[src/rtl/iob_halfdup_pkg.sv]
// Shared types and frame-size helper for the half-duplex pad controller.
// IOB_HALFDUP_PARITY_EN adds one even-parity bit to every frame.
package iob_halfdup_pkg;

  typedef enum logic [1:0] {IDLE, TURN, TX, RX} state_t;
  typedef enum logic {DIR_RX, DIR_TX} dir_t;
  typedef enum logic {GNT_RD, GNT_WR} grant_t;

`ifdef IOB_HALFDUP_PARITY_EN
  localparam bit ParityEn = 1'b1;
`else
  localparam bit ParityEn = 1'b0;
`endif

  // Number of bit periods on the wire for one data word.
  function automatic int unsigned frame_bits(input int unsigned data_w);
    return data_w + int'(ParityEn);
  endfunction

endpackage

[src/rtl/iob_bit_timer.sv]
// Bit-period divider and bit counter shared by the TX and RX paths.
// Counters are cleared by start_i and only advance while en_i is high.
module iob_bit_timer #(
  parameter int unsigned ClkDiv   = 4,
  parameter int unsigned SamplePt = 2,
  parameter int unsigned NumBits  = 8,
  parameter int unsigned CntW     = 4
) (
  input  logic clk_i,
  input  logic rst_ni,
  input  logic start_i,
  input  logic en_i,
  output logic bit_tick_o,
  output logic sample_tick_o,
  output logic last_bit_o
);

  localparam int unsigned DivW = $clog2(ClkDiv);
  localparam logic [DivW-1:0] DivMax = DivW'(ClkDiv - 1);
  localparam logic [DivW-1:0] DivSmp = DivW'(SamplePt);
  localparam logic [CntW-1:0] BitMax = CntW'(NumBits - 1);

  logic [DivW-1:0] div_q;
  logic [CntW-1:0] bit_q;

  assign bit_tick_o    = en_i && (div_q == DivMax);
  assign sample_tick_o = en_i && (div_q == DivSmp);
  assign last_bit_o    = (bit_q == BitMax);

  // Divider wraps ClkDiv-1 -> 0; bit counter returns to 0 after the last bit.
  always_ff @(posedge clk_i or negedge rst_ni) begin
    if (!rst_ni) begin
      div_q <= '0;
      bit_q <= '0;
    end else if (start_i) begin
      div_q <= '0;
      bit_q <= '0;
    end else if (en_i) begin
      if (div_q == DivMax) begin
        div_q <= '0;
        bit_q <= last_bit_o ? '0 : bit_q + CntW'(1);
      end else begin
        div_q <= div_q + DivW'(1);
      end
    end
  end

endmodule

[src/rtl/iob_halfdup_ctrl.sv]
// Half-duplex serial controller for one tristate pad (iob lives in the parent).
// Round-robin arbitration between one writer and one reader, MSB-first framing,
// high-Z turnaround on every direction change.
// IOB_HALFDUP_PARITY_EN: append/check an even-parity bit; otherwise rd_perr is 0.
module iob_halfdup_ctrl
  import iob_halfdup_pkg::*;
#(
  parameter int unsigned DATA_W      = 8,
  parameter int unsigned CLK_DIV     = 4,
  parameter int unsigned SAMPLE_PT   = 2,
  parameter int unsigned TURN_CYCLES = 2
) (
  input  logic              clk,
  input  logic              rst_n,
  input  logic              wr_valid,
  output logic              wr_ready,
  input  logic [DATA_W-1:0] wr_data,
  input  logic              rd_req,
  output logic              rd_ack,
  output logic              rd_valid,
  output logic [DATA_W-1:0] rd_data,
  output logic              rd_perr,
  output logic              busy,
  output logic              pad_i,
  output logic              pad_t,
  input  logic              pad_o
);

  localparam int unsigned FrameBits = frame_bits(DATA_W);
  localparam int unsigned CntW      = $clog2(DATA_W + 1);
  localparam int unsigned TurnW     = $clog2(TURN_CYCLES + 1);
  localparam logic [TurnW-1:0] TurnMax = TurnW'(TURN_CYCLES - 1);

  state_t             state_q;
  dir_t               last_dir_q, tgt_dir_q;
  grant_t             last_grant_q;
  logic [TurnW-1:0]   turn_cnt_q;
  logic [FrameBits-1:0] tx_sh_q, rx_sh_q;
  logic               pad_t_q, pad_i_q;
  logic               rd_valid_q;
  logic [DATA_W-1:0]  rd_data_q;
  logic               sync1_q, sync2_q;

  logic               grant_wr, grant_rd;
  dir_t               req_dir, enter_dir;
  logic               turn_done, enter_data;
  logic               bit_tick, sample_tick, last_bit, frame_done;
  logic [FrameBits-1:0] tx_load, tx_src, rx_next;
  logic [DATA_W-1:0]  rx_word;

  // Round-robin only matters when both requesters are present.
  assign grant_wr  = wr_valid && (!rd_req || (last_grant_q == GNT_RD));
  assign grant_rd  = rd_req && (!wr_valid || (last_grant_q == GNT_WR));
  assign wr_ready  = (state_q == IDLE) && grant_wr;
  assign rd_ack    = (state_q == IDLE) && grant_rd;
  assign busy      = (state_q != IDLE);
  assign req_dir   = grant_wr ? DIR_TX : DIR_RX;
  assign turn_done = (state_q == TURN) && (turn_cnt_q == TurnMax);

  // Data phase starts straight from IDLE when no turnaround is needed.
  assign enter_data = ((state_q == IDLE) && (grant_wr || grant_rd) && (req_dir == last_dir_q))
                      || turn_done;
  assign enter_dir  = (state_q == IDLE) ? req_dir : tgt_dir_q;
  assign frame_done = bit_tick && last_bit;

`ifdef IOB_HALFDUP_PARITY_EN
  logic rd_perr_q;
  assign tx_load = {wr_data, ^wr_data};
  assign rx_word = rx_next[FrameBits-1:1];
  assign rd_perr = rd_perr_q;
`else
  assign tx_load = wr_data;
  assign rx_word = rx_next;
  assign rd_perr = 1'b0;
`endif

  // Word being loaded this cycle when going straight from IDLE to TX.
  assign tx_src  = (state_q == IDLE) ? tx_load : tx_sh_q;
  // Include a sample taken on the final tick so SAMPLE_PT=CLK_DIV-1 still works.
  assign rx_next = sample_tick ? {rx_sh_q[FrameBits-2:0], sync2_q} : rx_sh_q;

  assign pad_t    = pad_t_q;
  assign pad_i    = pad_i_q;
  assign rd_valid = rd_valid_q;
  assign rd_data  = rd_data_q;

  iob_bit_timer #(
    .ClkDiv   (CLK_DIV),
    .SamplePt (SAMPLE_PT),
    .NumBits  (FrameBits),
    .CntW     (CntW)
  ) u_bit_timer (
    .clk_i         (clk),
    .rst_ni        (rst_n),
    .start_i       (enter_data),
    .en_i          ((state_q == TX) || (state_q == RX)),
    .bit_tick_o    (bit_tick),
    .sample_tick_o (sample_tick),
    .last_bit_o    (last_bit)
  );

  // Two-flop synchroniser for the asynchronous pad input.
  always_ff @(posedge clk or negedge rst_n) begin
    if (!rst_n) begin
      sync1_q <= 1'b0;
      sync2_q <= 1'b0;
    end else begin
      sync1_q <= pad_o;
      sync2_q <= sync1_q;
    end
  end

  // Main FSM with registered pad and read-side outputs.
  always_ff @(posedge clk or negedge rst_n) begin
    if (!rst_n) begin
      state_q      <= IDLE;
      last_dir_q   <= DIR_RX;
      tgt_dir_q    <= DIR_RX;
      last_grant_q <= GNT_RD;
      turn_cnt_q   <= '0;
      tx_sh_q      <= '0;
      rx_sh_q      <= '0;
      pad_t_q      <= 1'b0;
      pad_i_q      <= 1'b0;
      rd_valid_q   <= 1'b0;
      rd_data_q    <= '0;
`ifdef IOB_HALFDUP_PARITY_EN
      rd_perr_q    <= 1'b0;
`endif
    end else begin
      rd_valid_q <= 1'b0;
      unique case (state_q)
        IDLE: begin
          if (grant_wr || grant_rd) begin
            last_grant_q <= grant_wr ? GNT_WR : GNT_RD;
            tgt_dir_q    <= req_dir;
            if (grant_wr) tx_sh_q <= tx_load;
            if (req_dir != last_dir_q) begin
              state_q    <= TURN;
              turn_cnt_q <= '0;
            end
          end
        end
        TURN: begin
          if (turn_done) last_dir_q <= tgt_dir_q;
          else           turn_cnt_q <= turn_cnt_q + TurnW'(1);
        end
        TX: begin
          if (bit_tick) begin
            if (last_bit) begin
              state_q <= IDLE;
              pad_t_q <= 1'b0;
              pad_i_q <= 1'b0;
            end else begin
              pad_i_q <= tx_sh_q[FrameBits-1];
              tx_sh_q <= tx_sh_q << 1;
            end
          end
        end
        RX: begin
          rx_sh_q <= rx_next;
          if (frame_done) begin
            state_q    <= IDLE;
            rd_valid_q <= 1'b1;
            rd_data_q  <= rx_word;
`ifdef IOB_HALFDUP_PARITY_EN
            rd_perr_q  <= ^rx_next;
`endif
          end
        end
        default: state_q <= IDLE;
      endcase
      // Entering the data phase overrides the IDLE/TURN updates above.
      if (enter_data) begin
        state_q <= (enter_dir == DIR_TX) ? TX : RX;
        if (enter_dir == DIR_TX) begin
          pad_t_q <= 1'b1;
          pad_i_q <= tx_src[FrameBits-1];
          tx_sh_q <= tx_src << 1;
        end
      end
    end
  end

endmodule
[config.mk]
export PLATFORM = sky130hd
export DESIGN_NAME = iob_halfdup_ctrl
export DESIGN_NICKNAME = d
export VERILOG_FILES = /design/src/rtl/iob_halfdup_pkg.sv /design/src/rtl/iob_bit_timer.sv /design/src/rtl/iob_halfdup_ctrl.sv
export SDC_FILE = /design/constraint.sdc
export NUM_CORES = 1
export LEC_CHECK = 0
export CORE_ASPECT_RATIO = 2
export CORE_MARGIN = 5
export CORE_UTILIZATION = 58
export DETAILED_ROUTE_END_ITERATION = 12
export PLACE_DENSITY = 0.89
export RECOVER_POWER = 25
export SETUP_SLACK_MARGIN = 0.5
export SLEW_MARGIN = 10
export SYNTH_ARGS = -nofsm -noshare
export SYNTH_HDL_FRONTEND = slang
export SYNTH_SLANG_ARGS = --single-unit
[constraint.sdc]
create_clock -name clk -period 2.6 [get_ports clk]
set_input_delay 0.78 -clock clk [delete_from_list [all_inputs] [get_ports clk]]
set_output_delay 0.78 -clock clk [all_outputs]
set_load 0.01 [all_outputs]
==> results by group, run 1 <==
Finish
  – Fin util: 76.9%
  – Layout cells sized above 1: 22.0%
  – Area growth, synth to finish: 27.9%
  – Nets: 262
  – ANT cells: 0
  – Final instance area: 2600 um^2

Power
  – Pwr Density: 1030 nW/um^2
  – Design internal power: 1.72 mW
  – Leak: 1.20 nW
  – Peak supply drop: 811 uV
  – Tot Pwr: 2.67 mW
  – Sequential share of power: 40.3%
  – Sw frac: 35.8%
  – Part of the power in combinational logic: 40.0%
  – Net load switching power: 955 uW
  – Clock Power Share: 19.6%

Synthesis
  – Commonest cells in the netlist: 41 x dfrtp_1, 23 x nand2_1, 18 x a21oi_1, 17 x nor2_1, 11 x o21ai_0
  – Mapped Cells: 199
  – Most frequent cell after synthesis: dfrtp_1
  – Ys flop type: dfrtp_1
  – Sequential area share after synthesis: 50.5%
  – Synth Area per Inst: 10.2 um^2
  – Largest area contributor in the netlist: dfrtp_1
  – Synth unique cells: 41
  – Synth Net Count: 216
  – Ys Warns: 0
  – Share of the synthesized area in the top cell type: 50.5%
  – Synth top area cells: dfrtp_1 51%, a21oi_1 4.4%, mux2i_1 4.4%, mux2_2 4.4%, nand2_1 4.3%
  – Post-synth EDFFs: 0
  – Syn Std Cell Area: 2030 um^2
  – Share of synthesized registers carrying an async set or reset: 100%
  – Synthesis-stage register bit count: 41

Global route
  – Number of global-route vias before repair: 1729
  – GR Util All Layers: 21.4%
  – Remaining global-route overflow: 0
  – First-pass GRT wire length: 7820 um
  – Antenna violations before repair: 0
  – Largest net degree at the start of global routing: 23

Clock network
  – TritonCTS Buffers: 5
  – CTS tree: done
  – Max clock buf depth: 2
  – Skew-Pair Late Insertion Delay: 0.29 ns
  – CTS clk-pin slew, worst paths: 0.07 ns
  – Num Clock Sinks: 41
  – H-tree depth: 2
  – CTS Root Cell: clkbuf_8

Drt
  – Vias/cell: 6.09
  – WL final: 4630 um
  – Remaining DRCs: 0
  – Wirelength per Cell: 16.6 um
  – Total number of vias: 1692
  – DRT iter0 DRCs: 47
  – Pre-Repair DR Iteration Count: 4
  – ANT nets after route: 0

Critical path
  – R2r startpoint: u_bit_timer.bit_q[0]$_DFFE_PN0P_
  – Critical path launch point type: primary input
  – Reg2Reg Depth: 8
  – CP endpoint kind: primary output
  – Worst Setup Path Type: in -> out
  – Worst flop-to-flop path endpoint: tx_sh_q[7]$_DFF_PN0_
  – Crit path required time: 1.82 ns
  – Worst R2R Setup Slack: 0.66 ns
  – Max Fanout on Critical Path: 2
  – Data arrival time of the critical path: 1.35 ns

Die
  – # rows: 30
  – Die Y: 93.7 um
  – Die ar.: 4860 um^2
  – Core Region: 3380 um^2
  – I/O pins: 28
  – Initial Util: 60.1%
  – Die Wd: 51.8 um

Flow run
  – MaxCap Viol Count: 0

STA
  – Slew HR: 25.5%
  – Final Hold Fails: 0
  – Highest clock rate: 0.470 GHz
  – Min cycle time layout: 2.13 ns
  – # setup viols final: 0
  – Pins Over Slew Limit: 0
  – Slew at the pin closest to its max-slew limit: 1.12 ns
  – Setup TNS: 0 ns
  – Fin Clk Skew: 0.00415 ns
  – RSZ-0062 raised after global routing: true
  – Final worst hold slack: 0.363 ns
  – Final period util: 81.8%

Placement
  – Hpwl dp: 3210 um
  – Area after DPL: 2390 um^2
  – GPL Wtd Cong: 0.806
  – Input/output buffers: 26

Min path
  – Hold path endpoint: sync2_q$_DFF_PN0_
  – Hold Path Class: reg -> reg
  – Hold path start: sync1_q$_DFF_PN0_
  – Hold Path Stages: 0

Status
  – Status: completed
power by group through the flow:
stage | registers [mW] | logic (mW) | clock network [mW]
global placement | 1.06 | 0.942 | 0
detailed placement | 1.07 | 0.993 | 0
finish | 1.08 | 1.07 | 0.525
CTS | 1.07 | 1.04 | 0.534
global route | 1.10 | 1.18 | 0.569
floorplan | 1.04 | 0.696 | 0
cells by family (layout without fill, tap and decap cells):
group / count (synthesis) / in the layout / synth area share [%]
flip-flops: 41 / 41 / 50.5
AND/OR/NAND/NOR: 62 / 62 / 14.6
other: 1 / 1 / 0.185
AO/OA/AOI/OAI: 58 / 58 / 18.7
XOR/XNOR: 1 / 1 / 0.431
adder cells (fa/ha/maj): 4 / 4 / 2.46
multiplexers: 17 / 17 / 8.87
buffers and inverters: 15 / 62 / 4.25
stage by stage:
stage / worst slack (ns) / instances
floorplan: 0.523 / 199
global placement: -0.377 / 264
detailed placement: -0.381 / 264
CTS: 0.475 / 277
global route: 0.443 / 278
finish: 0.474 / 278
critical path, cell delays in order:
cell	delay, ns
buf_2	0.12
a21boi_4	0.17
and2_4	0.17
buf_6	0.09
routing by layer:
metal	global-route usage, %	share of wire, %
met5	0	0
met2	39.1	58
met4	10.1	3.2
met1	22.5	36
met3	3.97	3.0
layout make-up:
class | instances | area (um^2)
clock buffer | 6 | 82.6
tap | 32 | 40.0
fill | 227 | 781
sequential | 41 | 1030
inverter | 7 | 26.3
multi-input combinational | 143 | 951
timing repair buffer | 47 | 434
clock inverter | 2 | 37.5
cell usage in the layout (no fill, tap or decap), types with 6 or more instances in the layout:
master / count
a21oi_1: 18
a31oi_1: 9
buf_4: 15
buf_6: 7
clkbuf_8: 6
clkdlybuf4s50_1: 19
dfrtp_1: 41
mux2_2: 8
mux2i_1: 9
nand2_1: 23
nor2_1: 16
o21ai_0: 11
flip-flops by register name, summed over array words and instances (netlist names), 2 cells and up:
name / cells
state_q: 2
rx_sh_q: 8
u_bit_timer.div_q: 2
tx_sh_q: 8
turn_cnt_q: 2
rd_data: 8
u_bit_timer.bit_q: 4
timing repair:
item	CTS	global route
hold endpoints to repair	0	0
setup buffers	5	1
gates resized for setup	28	3
hold buffers	0	0
pin swaps	2	2
endpoints found under the setup margin	10	5
worst max path at each step:
stage,start,to,cells after the start
floorplan,wr_valid,wr_ready,3
global placement,wr_valid,wr_ready,4
detailed placement,wr_valid,wr_ready,4
CTS,rd_req,wr_ready,4
global route,state_q[0]$_DFFE_PN0P_,rd_ack,5
finish,rd_req,wr_ready,4
Power figures use the tool's default switching activity.
==> run 2, diff against run 1 <==
Settings changed: CORE_UTILIZATION 58 to 54, PLACE_DENSITY 0.89 to 0.84.
Clock period 2.6 ns to 2.1 ns, I/O delays scaled along.
==> results by group, run 2 (synthesized netlist as in run 1, its figures left out) <==
Die
  – # rows: 31 (+3.3%)
  – Die Wd: 53.4 um (+2.9%)
  – Die Y: 96.7 um (+3.3%)
  – Initial Util: 55.7% (-4.4 points)
  – I/O pins: 28 (unchanged)
  – Core Region: 3650 um^2 (+7.9%)
  – Die ar.: 5160 um^2 (+6.3%)

STA
  – Fin Clk Skew: 0.00742 ns (+0.00327 ns)
  – Pins Over Slew Limit: 0 (unchanged)
  – Highest clock rate: 0.540 GHz
  – Final period util: 88.2%
  – Final Hold Fails: 0 (unchanged)
  – Final worst hold slack: 0.371 ns (+0.00719 ns)
  – Final Worst Setup Slack: 0.249 ns (-0.225 ns)
  – Min cycle time layout: 1.85 ns
  – Slew HR: 33.9% (+8.4 points)
  – Slew at the pin closest to its max-slew limit: 0.992 ns (-0.126 ns)
  – RSZ-0062 raised after global routing: true
  – # setup viols final: 0 (unchanged)

Placement
  – Input/output buffers: 26 (unchanged)
  – GPL Wtd Cong: 0.788 (-2.2%)
  – Hpwl dp: 3050 um (-5.2%)
  – Pre-CTS setup slack: -0.527 ns (-0.147 ns)
  – Cells after DPL: 284 (+7.6%)

Global route
  – Antenna violations before repair: 0 (unchanged)
  – Largest net degree at the start of global routing: 42 (+83%)
  – GR Util All Layers: 19.8% (-1.6 points)
  – First-pass GRT wire length: 7650 um (-2.1%)
  – Remaining global-route overflow: 0 (unchanged)
  – Number of global-route vias before repair: 1702 (-1.6%)

Critical path
  – Crit path required time: 1.47 ns (-0.35 ns)
  – Max Fanout on Critical Path: 4 (+2)
  – Worst Setup Path Type: reg -> out
  – CP endpoint kind: primary output
  – Critical path launch point type: register
  – Data arrival time of the critical path: 1.22 ns (-0.13 ns)

Drt
  – DRT iter0 DRCs: 61 (+30%)
  – ANT nets after route: 0 (unchanged)
  – Vias/cell: 5.81 (-4.5%)
  – Remaining DRCs: 0 (unchanged)
  – Wirelength per Cell: 16.4 um (-1.6%)
  – Total number of vias: 1801 (+6.4%)
  – Pre-Repair DR Iteration Count: 4 (unchanged)
  – WL final: 5080 um (+9.7%)

Power
  – Leak: 1.32 nW (+10%)
  – Peak supply drop: 994 uV (+23%)
  – Pwr Density: 1260 nW/um^2 (+22%)

Finish
  – FILL cells: 264 (+16%)
  – Finished Layout Cells: 310 (+12%)
  – Commonest cells after routing, fill and taps aside: 41 x dfrtp_1, 25 x buf_4, 22 x nand2_1
  – Layout cells sized above 1: 36.4% (+14 points)
  – Area growth, synth to finish: 40.9%
  – Nets: 277 (+5.7%)
  – Most common cell after layout, fill and taps aside: dfrtp_1
  – ANT cells: 0 (unchanged)

Status
  – Status: completed

Clock network
  – CTS clk-pin slew, worst paths: 0.08 ns (about the same)
  – CTS Root Cell: clkbuf_8
  – Num Clock Sinks: 41 (unchanged)
  – Max clock buf depth: 2 (unchanged)
  – CTS Hold Bufs: 0 (unchanged)
  – Skew-Pair Late Insertion Delay: 0.30 ns (about the same)
  – H-tree depth: 2 (unchanged)
  – CTS tree: done
  – TritonCTS Buffers: 5 (unchanged)

Flow run
  – MaxCap Viol Count: 0 (unchanged)

Min path
  – Hold Path Class: reg -> reg
## run 2: cell types whose count changed in the layout (fill, tap and decap cells not counted), moves of 4 or more
| cell | previous run | this run |
|---|---|---|
| clkbuf_2 | 0 | 4 |
| nor2_2 | 1 | 5 |
| a211oi_1 | 4 | 0 |
| buf_4 | 15 | 25 |
| clkdlybuf4s50_1 | 19 | 9 |
| nor2_1 | 16 | 9 |
| clkdlybuf4s15_1 | 1 | 7 |
## run 2: layout make-up
cell class | count | area [um^2] | area share, %
well taps | 49 | 61.3 | 2.14
multi-input cells | 143 | 1060 | 37.2
repair buffers | 62 | 563 | 19.7
clock inverters | 2 | 37.5 | 1.31
inverters | 7 | 26.3 | 0.919
flip-flops and latches | 41 | 1030 | 35.9
clock buffers | 6 | 82.6 | 2.89
## run 2: layer usage
layer  vias to the layer above  global-route usage (%)  routed length [um]
li1                        830                       -                   -
met1                       883                    21.0                1750
met2                        71                    34.6                2950
met3                        17                    3.38                 214
met4                         0                    10.6                 170
met5                         -                       0                   0
## run 2: final timing paths
kind | from | endpoint | cells after the start | slack [ns]
worst max-delay path | state_q[0]$_DFFE_PN0P_ | rd_ack | 4 | 0.25
worst min-delay path | sync1_q$_DFF_PN0_ | sync2_q$_DFF_PN0_ | 0 | 0.37
worst max register to register | u_bit_timer.bit_q[1]$_DFFE_PN0P_ | tx_sh_q[6]$_DFF_PN0_ | 7 | 0.30
worst min register to register | sync1_q$_DFF_PN0_ | sync2_q$_DFF_PN0_ | 0 | 0.37
max in group asynchronous | rst_n | state_q[1]$_DFFE_PN0P_ | 2 | 0.93
min in group asynchronous | rst_n | pad_t$_DFF_PN0_ | 2 | 0.57
## run 2: metrics by stage
stage	instance area, um^2	TNS (ns)	util (%)	power, mW
final	2860	0	78.4	3.59
after global routing	2860	0	78.4	3.82
after detailed placement	2460	-2.88	67.4	2.61
after global placement	2460	-2.58	67.4	2.55
after floorplan	2050	0	-	2.17
after CTS	2650	0	72.6	3.37
## run 2: worst max-delay path: stages (launching register included)
cell	delay, ns
dfrtp_1	0.41
nor2_4	0.14
buf_6	0.12
and3_4	0.17
buf_6	0.09
## run 2: timing repair
item                                    4_1_cts  5_1_grt
cloned                                        0        1
endpoints found under the setup margin       42       29
resized for setup                            48       35
buffers inserted                              6       11
pin swaps                                     4       14
## run 2: report_power, final
| part | switching (mW) | internal, mW |
|---|---|---|
| logic | 0.746 | 0.814 |
| clock network | 0.288 | 0.387 |
| registers | 0.283 | 1.07 |
==> run 3, diff against run 2 <==
Settings changed: CORE_UTILIZATION 54 to 45, PLACE_DENSITY 0.84 to 0.75.
Clock period 2.1 ns to 1.5 ns, I/O delays scaled along.
==> results by group, run 3 (synthesized netlist as in run 1, its figures left out) <==
STA
  – Fin Clk Skew: 0.00483 ns (-0.00259 ns)
  – Setup TNS: -2.79 ns (-2.79 ns)
  – Pins Over Slew Limit: 0 (unchanged)
  – Slew HR: 31.0% (-2.9 points)
  – Final Hold Fails: 0 (unchanged)
  – Final period util: 113%
  – RSZ-0062 raised after global routing: true
  – Min cycle time layout: 1.70 ns
  – Highest clock rate: 0.588 GHz
  – # setup viols final: 27 (+27)
  – Final Worst Setup Slack: -0.200 ns (-0.448 ns)
  – Slew at the pin closest to its max-slew limit: 1.03 ns (+0.0428 ns)

Placement
  – Hpwl dp: 3390 um (+11%)
  – Input/output buffers: 26 (unchanged)
  – Cells after DPL: 302 (+6.3%)
  – GPL Wtd Cong: 0.817 (+3.7%)

Min path
  – Hold Path Class: reg -> reg
  – Hold path start: sync1_q$_DFF_PN0_

Flow run
  – MaxCap Viol Count: 0 (unchanged)

Critical path
  – Critical path launch point type: register
  – Crit path required time: 1.05 ns (-0.42 ns)
  – Crit path launch: state_q[0]$_DFFE_PN0P_
  – Worst Setup Path Type: reg -> out
  – Max Fanout on Critical Path: 3 (-1)
  – Data arrival time of the critical path: 1.25 ns (+0.03 ns)
  – R2r startpoint: state_q[1]$_DFFE_PN0P_
  – CP endpoint kind: primary output

Drt
  – ANT nets after route: 0 (unchanged)
  – DRT iter0 DRCs: 52 (-15%)
  – Remaining DRCs: 0 (unchanged)
  – Wirelength per Cell: 16.1 um (-1.7%)
  – Vias/cell: 5.43 (-6.5%)
  – Pre-Repair DR Iteration Count: 4 (unchanged)
  – Total number of vias: 1869 (+3.8%)
  – WL final: 5540 um (+9.1%)

Finish
  – ANT cells: 0 (unchanged)
  – Commonest cells after routing, fill and taps aside: 42 x buf_4, 39 x dfrtp_1, 21 x nand2_1
  – Most common cell after layout, fill and taps aside: buf_4
  – Finished Layout Cells: 344 (+11%)
  – Area growth, synth to finish: 60.0%
  – Layout cells sized above 1: 51.4% (+15 points)
  – Nets: 306 (+10%)

Clock network
  – Max clock buf depth: 2 (unchanged)
  – Num Clock Sinks: 41 (unchanged)
  – TritonCTS Buffers: 5 (unchanged)
  – H-tree depth: 2 (unchanged)
  – CTS Root Cell: clkbuf_8
  – Skew-Pair Late Insertion Delay: 0.30 ns (about the same)
  – CTS tree: done
  – CTS clk-pin slew, worst paths: 0.07 ns (about the same)

Global route
  – Number of global-route vias before repair: 1884 (+11%)
  – Remaining global-route overflow: 0 (unchanged)
  – First-pass GRT wire length: 8870 um (+16%)
  – Antenna violations before repair: 0 (unchanged)
  – GR Util All Layers: 18.9% (-0.84 points)
  – Largest net degree at the start of global routing: 42 (unchanged)

Die
  – Die Y: 105 um (+8.6%)
  – # rows: 34 (+9.7%)
  – I/O pins: 28 (unchanged)
  – Initial Util: 46.3% (-9.4 points)
  – Die Wd: 57.5 um (+7.8%)
  – Core Region: 4380 um^2 (+20%)
  – Die ar.: 6040 um^2 (+17%)

Power
  – Pwr Density: 1740 nW/um^2 (+39%)
  – Peak supply drop: 1250 uV (+26%)
  – Leak: 1.54 nW (+17%)

Status
  – Failing checks: setup timing
  – Status: complete, but fails checks
==> run 3: changes by cell type in the layout (fill, tap and decap cells not counted), sizes merged <==
| cell | change |
|---|---|
| buf | +39 |
| clkbuf | -2 |
| clkdlybuf4s15 | -7 |
| clkinv | +1 |
| inv | -2 |
==> run 3: stage by stage <==
stage / total power [mW] / setup WS [ns] / hold WS, ns / util (%) / instance area (um^2)
global route: 6.04 / -0.279 / 0.385 / 74.2 / 3250
detailed placement: 4.14 / -0.778 / 0.343 / 62.2 / 2720
global placement: 4.05 / -0.755 / 0.337 / 62.2 / 2720
floorplan: 3.34 / -0.0365 / 0.154 / - / 2210
finish: 5.66 / -0.200 / 0.357 / 74.2 / 3250
CTS: 5.41 / -0.196 / 0.115 / 70.2 / 3080
==> run 3: timing repair <==
| item | CTS | global route |
|---|---|---|
| gates cloned | 3 | 0 |
| buffers inserted | 15 | 16 |
| setup endpoints to repair | 53 | 53 |
| hold endpoints to repair | 0 | 0 |
| hold buffers | 0 | 0 |
| resized for setup | 93 | 21 |
| pin swaps | 9 | 13 |
==> run 3: area by class of cell <==
cell class,count,area [um^2]
Fill cell,285,1130
Clock inverter,1,30.0
Tap cell,54,67.6
Inverter,7,35.0
Multi-Input combinational cell,143,1180
Sequential cell,41,1030
Clock buffer,7,86.3
Timing Repair Buffer,91,822
==> run 3: final timing paths <==
kind	to	slack, ns	cells after the start
setup / recovery	wr_ready	-0.20	4
hold / removal	sync2_q$_DFF_PN0_	0.36	0
setup reg to reg	tx_sh_q[6]$_DFF_PN0_	-0.18	8
hold reg to reg	sync2_q$_DFF_PN0_	0.36	0
max in group asynchronous	state_q[0]$_DFFE_PN0P_	0.40	2
min in group asynchronous	rd_valid$_DFF_PN0_	0.40	2
==> run 3: critical path, stage by stage (launching register included) <==
cell,delay [ns]
dfrtp_2,0.43
nor2_4,0.14
buf_6,0.12
and2_4,0.17
buf_6,0.10
==> run 3: metal layers <==
layer	wire (um)	up-vias	GRT usage [%]
met5	0	-	0
met4	106	0	10.3
met3	192	9	3.33
met2	3310	40	34.5
met1	1930	924	19.4
li1	-	896	-
==> run 3: power by group <==
group          leakage [nW]  switching [mW]  internal [mW]  total (mW)
registers             0.495           0.370           1.51        1.88
clock network        0.0585           0.381          0.543       0.924
logic                 0.984            1.27           1.59        2.86
total                  1.54            2.02           3.65        5.66
